--- src/rtl/routing_state_manager.sv ---
// Routing state holder downstream of the system-flit decoder: routing state, own/parent IDs, neighbour table, internal timer.
// Optional watchdog: define ROUTING_STATE_MANAGER_TIMEOUT_EN to force FATAL_ERROR when the timer expires outside NORMAL.
module routing_state_manager #(
    parameter int MAX_INTERNAL_TIMER = 1000,
    parameter int MAX_NEIGHBORS      = 4,
    parameter int INIT_NODE_ID       = 0,
    parameter int NODE_ID_WIDTH      = 8,
    localparam int TIMER_WIDTH       = $clog2(MAX_INTERNAL_TIMER) + 1
) (
    input  logic                                    nocclk,
    input  logic                                    rst_n,
    input  logic                                    flit_valid,
    input  logic                                    is_system_flit,
    input  logic                                    timer_rst,
    input  logic                                    update_parent_valid,
    input  logic [NODE_ID_WIDTH-1:0]                update_parent_node_id,
    input  logic                                    update_this_node_valid,
    input  logic [NODE_ID_WIDTH-1:0]                update_this_node_id,
    input  logic                                    update_neighbor_id_valid,
    input  logic [NODE_ID_WIDTH-1:0]                update_neighbor_id,
    input  logic                                    update_next_state,
    input  logic [2:0]                              next_routing_state,
    output logic [2:0]                              routing_state,
    output logic [NODE_ID_WIDTH-1:0]                this_node_id,
    output logic                                    parent_valid,
    output logic [NODE_ID_WIDTH-1:0]                parent_node_id,
    output logic [TIMER_WIDTH-1:0]                  internal_timer,
    output logic [MAX_NEIGHBORS*NODE_ID_WIDTH-1:0]  neighbor_ids,
    output logic [MAX_NEIGHBORS-1:0]                neighbor_valid,
    output logic                                    neighbor_overflow,
    output logic                                    timeout
);

    typedef enum logic [2:0] {
        INIT        = 3'd0,
        DISCOVERY   = 3'd1,
        JOINING     = 3'd2,
        NORMAL      = 3'd3,
        RECOVERY    = 3'd4,
        FATAL_ERROR = 3'd7
    } routing_state_t;

    localparam logic [TIMER_WIDTH-1:0] TIMER_MAX = TIMER_WIDTH'(MAX_INTERNAL_TIMER);

    routing_state_t                               state_reg, state_next;
    logic [NODE_ID_WIDTH-1:0]                     this_id_reg, this_id_next;
    logic                                         parent_valid_reg, parent_valid_next;
    logic [NODE_ID_WIDTH-1:0]                     parent_id_reg, parent_id_next;
    logic [TIMER_WIDTH-1:0]                       timer_reg, timer_next;
    logic [MAX_NEIGHBORS-1:0][NODE_ID_WIDTH-1:0]  nb_ids_reg, nb_ids_next;
    logic [MAX_NEIGHBORS-1:0]                     nb_valid_reg, nb_valid_next;
    logic                                         overflow_reg, overflow_next;
    logic                                         timeout_reg;

    logic                      accept;
    logic                      state_write;
    logic                      state_change;
    logic                      timer_clear;
    logic                      expire;
    logic [TIMER_WIDTH-1:0]    timer_inc;
    logic [MAX_NEIGHBORS-1:0]  nb_match;
    logic [MAX_NEIGHBORS-1:0]  free_onehot;
    logic                      nb_known;
    logic                      nb_full;

    assign accept       = flit_valid & is_system_flit;
    assign state_write  = accept & update_next_state;
    assign state_change = state_write & (next_routing_state != state_reg);
    assign timer_clear  = state_change | (accept & timer_rst);
    assign timer_inc    = (timer_reg >= TIMER_MAX) ? TIMER_MAX : timer_reg + 1'b1;

`ifdef ROUTING_STATE_MANAGER_TIMEOUT_EN
    // Expiry is the edge on which the timer would reach its ceiling; a decoder state write or a timer clear pre-empts it.
    assign expire = !timer_clear && !state_write
                    && (state_reg != NORMAL) && (state_reg != FATAL_ERROR)
                    && (timer_reg >= TIMER_MAX - 1'b1);
`else
    assign expire = 1'b0;
`endif

    // Duplicate detection against the pre-edge table and own ID.
    for (genvar gi = 0; gi < MAX_NEIGHBORS; gi++) begin : g_match
        assign nb_match[gi] = nb_valid_reg[gi] && (nb_ids_reg[gi] == update_neighbor_id);
    end

    assign nb_known    = (|nb_match) || (update_neighbor_id == this_id_reg);
    assign nb_full     = &nb_valid_reg;
    // Lowest clear bit of the valid vector, one-hot; zero when the table is full.
    assign free_onehot = ~nb_valid_reg & (nb_valid_reg + MAX_NEIGHBORS'(1));

    always_comb begin
        state_next        = state_reg;
        this_id_next      = this_id_reg;
        parent_valid_next = parent_valid_reg;
        parent_id_next    = parent_id_reg;
        nb_ids_next       = nb_ids_reg;
        nb_valid_next     = nb_valid_reg;
        overflow_next     = overflow_reg;
        timer_next        = (timer_clear || expire) ? '0 : timer_inc;

        if (state_write) begin
            state_next = routing_state_t'(next_routing_state);
        end else if (expire) begin
            state_next = FATAL_ERROR;
        end

        if (accept && update_this_node_valid) begin
            this_id_next = update_this_node_id;
        end

        if (accept && update_parent_valid) begin
            parent_valid_next = 1'b1;
            parent_id_next    = update_parent_node_id;
        end

        if (accept && update_neighbor_id_valid && !nb_known) begin
            if (nb_full) begin
                overflow_next = 1'b1;
            end else begin
                for (int i = 0; i < MAX_NEIGHBORS; i++) begin
                    if (free_onehot[i]) begin
                        nb_ids_next[i]   = update_neighbor_id;
                        nb_valid_next[i] = 1'b1;
                    end
                end
            end
        end
    end

    always_ff @(posedge nocclk or negedge rst_n) begin
        if (!rst_n) begin
            state_reg        <= INIT;
            this_id_reg      <= NODE_ID_WIDTH'(INIT_NODE_ID);
            parent_valid_reg <= 1'b0;
            parent_id_reg    <= '0;
            timer_reg        <= '0;
            nb_ids_reg       <= '0;
            nb_valid_reg     <= '0;
            overflow_reg     <= 1'b0;
            timeout_reg      <= 1'b0;
        end else begin
            state_reg        <= state_next;
            this_id_reg      <= this_id_next;
            parent_valid_reg <= parent_valid_next;
            parent_id_reg    <= parent_id_next;
            timer_reg        <= timer_next;
            nb_ids_reg       <= nb_ids_next;
            nb_valid_reg     <= nb_valid_next;
            overflow_reg     <= overflow_next;
            timeout_reg      <= expire;
        end
    end

    assign routing_state     = state_reg;
    assign this_node_id      = this_id_reg;
    assign parent_valid      = parent_valid_reg;
    assign parent_node_id    = parent_id_reg;
    assign internal_timer    = timer_reg;
    assign neighbor_ids      = nb_ids_reg;
    assign neighbor_valid    = nb_valid_reg;
    assign neighbor_overflow = overflow_reg;
    assign timeout           = timeout_reg;

endmodule

--- config.mk ---
export PLATFORM = sky130hd
export DESIGN_NAME = routing_state_manager
export DESIGN_NICKNAME = d
export VERILOG_FILES = /design/src/rtl/routing_state_manager.sv
export SDC_FILE = /design/constraint.sdc
export NUM_CORES = 1
export LEC_CHECK = 0
export CAP_MARGIN = 20
export CORE_MARGIN = 1.5
export CORE_UTILIZATION = 25
export CTS_BUF_LIST = sky130_fd_sc_hd__clkbuf_8
export DETAILED_ROUTE_END_ITERATION = 10
export GPL_TIMING_DRIVEN = 0
export SYNTH_ARGS = -nofsm -noshare
export SYNTH_HDL_FRONTEND = slang
export SYNTH_SLANG_ARGS = --single-unit
export TNS_END_PERCENT = 30
--- constraint.sdc ---
create_clock -name nocclk -period 2.5 [get_ports nocclk]
set_clock_uncertainty 0.1 [all_clocks]
set_input_delay 0.5 -clock nocclk [delete_from_list [all_inputs] [get_ports nocclk]]
set_output_delay 0.5 -clock nocclk [all_outputs]
set_load 0.02 [all_outputs]
==> impl_metrics.json <==
{
  "outcome": "completed",
  "fin_crit_sh": 0.873,
  "total_power_w": 0.00436,
  "initial_core_util": 0.257,
  "dp.cells": 522,
  "final_common_cell": "clkdlybuf4s50_1",
  "wl_um": 7990,
  "critical_path.max_stage_delay_ns": 0.57,
  "drc": 0,
  "final_cells": 537,
  "tightest_slew_ns": 0.883,
  "cp.arrival_ns": 2.32,
  "drtPass1Iterations": 4,
  "end_kind": "flip-flop",
  "r2r_setup_slack_ns": 0.32,
  "grt_start_max_net_pins": 69,
  "synth-seq-cells": 68,
  "yosys_warnings": 0,
  "crit_chain": "clkdlybuf4s50_1 -> o2111ai_1 -> nor3_2 -> nand4b_2 -> mux2_2",
  "hold_viol_final": 0,
  "cts_made_buffers": 9,
  "final_max_slew_viol_count": 0,
  "critPathKind": "input port to flip-flop",
  "overflow": 0,
  "drv_cap": 0,
  "syn_inst": 254,
  "gp_congestion": 0.735,
  "critical_path.max_fanout": 9,
  "ant_nets": 0,
  "synth_area_leader_cell": "dfrtp_1",
  "fillers": 1280,
  "syn_avg_cell_area_sq_um": 12.8,
  "slew_headroom": 0.411,
  "cts_hold_buf": 0,
  "drtIter0Drc": 74,
  "multi_input_area_sq_um": 1460,
  "area_growth_pct": 41.5,
  "peakVddDrop_mv": 0.527,
  "cp-start-kind": "input port",
  "layout_common_cells": "clkdlybuf4s50_1 (94), dfrtp_1 (68), mux2_2 (43)",
  "setup-violations-final": 0,
  "power_per_cell_area_nw_per_um2": 945,
  "routed.top_layer": "met4",
  "drive_above_1_share": 0.222,
  "timing.hold.ws_ns": 0.154,
  "rsz0062_at_grt": "false",
  "antenna_found_initial": 0,
  "ctsLongestPathBuffers": 2,
  "cts_root_buffer": "clkbuf_8",
  "largest_reg_flops": 32,
  "required_ns": 2.64,
  "met1_length_um": 3490,
  "num_vias": 2292,
  "gr-usage-all-layers": 0.122,
  "die_h_um": 117,
  "cts_resized": 0,
  "dp_hpwl_um": 6010,
  "pin_count": 105,
  "dieArea_sq_um": 13700,
  "nets": 399,
  "post_cts_buffers": 0,
  "syn_area_sq_um": 3260,
  "viasPerCell": 4.27,
  "fp-row-count": 41,
  "coreArea_sq_um": 12700,
  "htreeDepth": 3,
  "slowest_stage": "clkdlybuf4s50_1",
  "p_leak_nw": 1.88,
  "cts_tree": "built",
  "wl_met2_um": 3920,
  "die_w_um": 117,
  "wl_per_cell_um": 14.9,
  "synth_top_area_frac": 0.522,
  "grt_pass1_wl_um": 12400,
  "n_antenna_cell": 0,
  "insertion_delay_ns": 0.35,
  "clock_sinks": 68,
  "portBuffers": 95,
  "clkTransAtPathRegs_ns": 0.07,
  "synth-seq-area-share": 0.522,
  "hold_path.class": "input port to asynchronous set/reset pin",
  "first_global_vias": 2368,
  "synth_area_leaders": "dfrtp_1 (52%), mux2_2 (15%), xnor2_1 (8.6%)",
  "post-route-util": 0.364,
  "wl_met3_um": 339,
  "seqCellArea_sq_um": 1700,
  "fmax_ghz": 0.458,
  "period_needed_ns": 2.18,
  "synthDistinctLibCells": 27
}
==> worst paths after layout <==
check | from | to | depth (start not counted)
max | is_system_flit | neighbor_ids[13] | 5
max in group asynchronous | rst_n | neighbor_ids[9] | 1
min | rst_n | internal_timer[1] | 1
min reg2reg | parent_valid | parent_valid | 1
max reg2reg | neighbor_ids[16] | neighbor_ids[1] | 7
min in group nocclk | update_neighbor_id[1] | neighbor_ids[1] | 2
==> cells in the mapped netlist <==
cell	n
a21oi_1	7
and2_4	1
and3_1	2
and3b_1	1
buf_4	6
buf_6	4
conb_1	1
dfrtp_1	68
ha_1	2
inv_1	3
mux2_2	43
mux2_4	8
nand2_1	7
nand2b_1	3
nand3_1	12
nand3_2	2
nand4_1	7
nand4b_2	1
nor2_1	11
nor3_1	5
nor3_2	1
nor4_1	2
o2111ai_1	1
o21ai_0	2
o21bai_1	3
xnor2_1	32
xor2_1	19
==> stage by stage <==
step                setup slack [ns]  cell area (sq um)  TNS (ns)
detailed placement            -0.112               4430    -0.835
global route                   0.155               4620         0
floorplan                      0.293               3270         0
global placement               -1.58               4430   -107.61
finish                         0.319               4620         0
CTS                            0.280               4620         0
==> worst max-delay path: cells and delay by family <==
family,cells,cell delay [ns]
buf+inv,1,0.57
simple gates,2,0.66
mux,1,0.37
compound gates,1,0.21
==> final cells by class <==
cell class / instances / share of cell area
Buffer: 10 / 0.0195
Clock buffer: 13 / 0.0388
Timing Repair Buffer: 95 / 0.205
Multi-Input combinational cell: 174 / 0.317
Inverter: 3 / 0.00244
Clock inverter: 2 / 0.00190
Tap cell: 172 / 0.0466
Sequential cell: 68 / 0.369
==> power by group <==
group / internal (W) / switching, W / leakage [nW] / total (W)
logic: 0.000985 / 0.000798 / 0.964 / 0.00178
registers: 0.00141 / 0.000304 / 0.808 / 0.00172
clock network: 0.000458 / 0.000403 / 0.103 / 0.000861
==> layer usage <==
| layer | track usage | vias to the layer above |
|---|---|---|
| met2 | 0.193 | 54 |
| li1 | - | 1089 |
| met5 | 0 | - |
| met4 | 0.0699 | 0 |
| met3 | 0.0273 | 15 |
| met1 | 0.153 | 1134 |
==> kinds of logic (layout without fill, tap and decap cells) <==
| family | count (synthesis) | after routing | synth area share |
|---|---|---|---|
| flip-flops | 68 | 68 | 0.522 |
| other | 1 | 2 | 0.00115 |
| buffers and inverters | 13 | 123 | 0.0311 |
| AO/OA/AOI/OAI | 13 | 13 | 0.0234 |
| multiplexers | 51 | 51 | 0.185 |
| XOR/XNOR | 51 | 51 | 0.137 |
| AND/OR/NAND/NOR | 55 | 55 | 0.0928 |
| adder cells (fa/ha/maj) | 2 | 2 | 0.00767 |
Power figures use the tool's default switching activity.
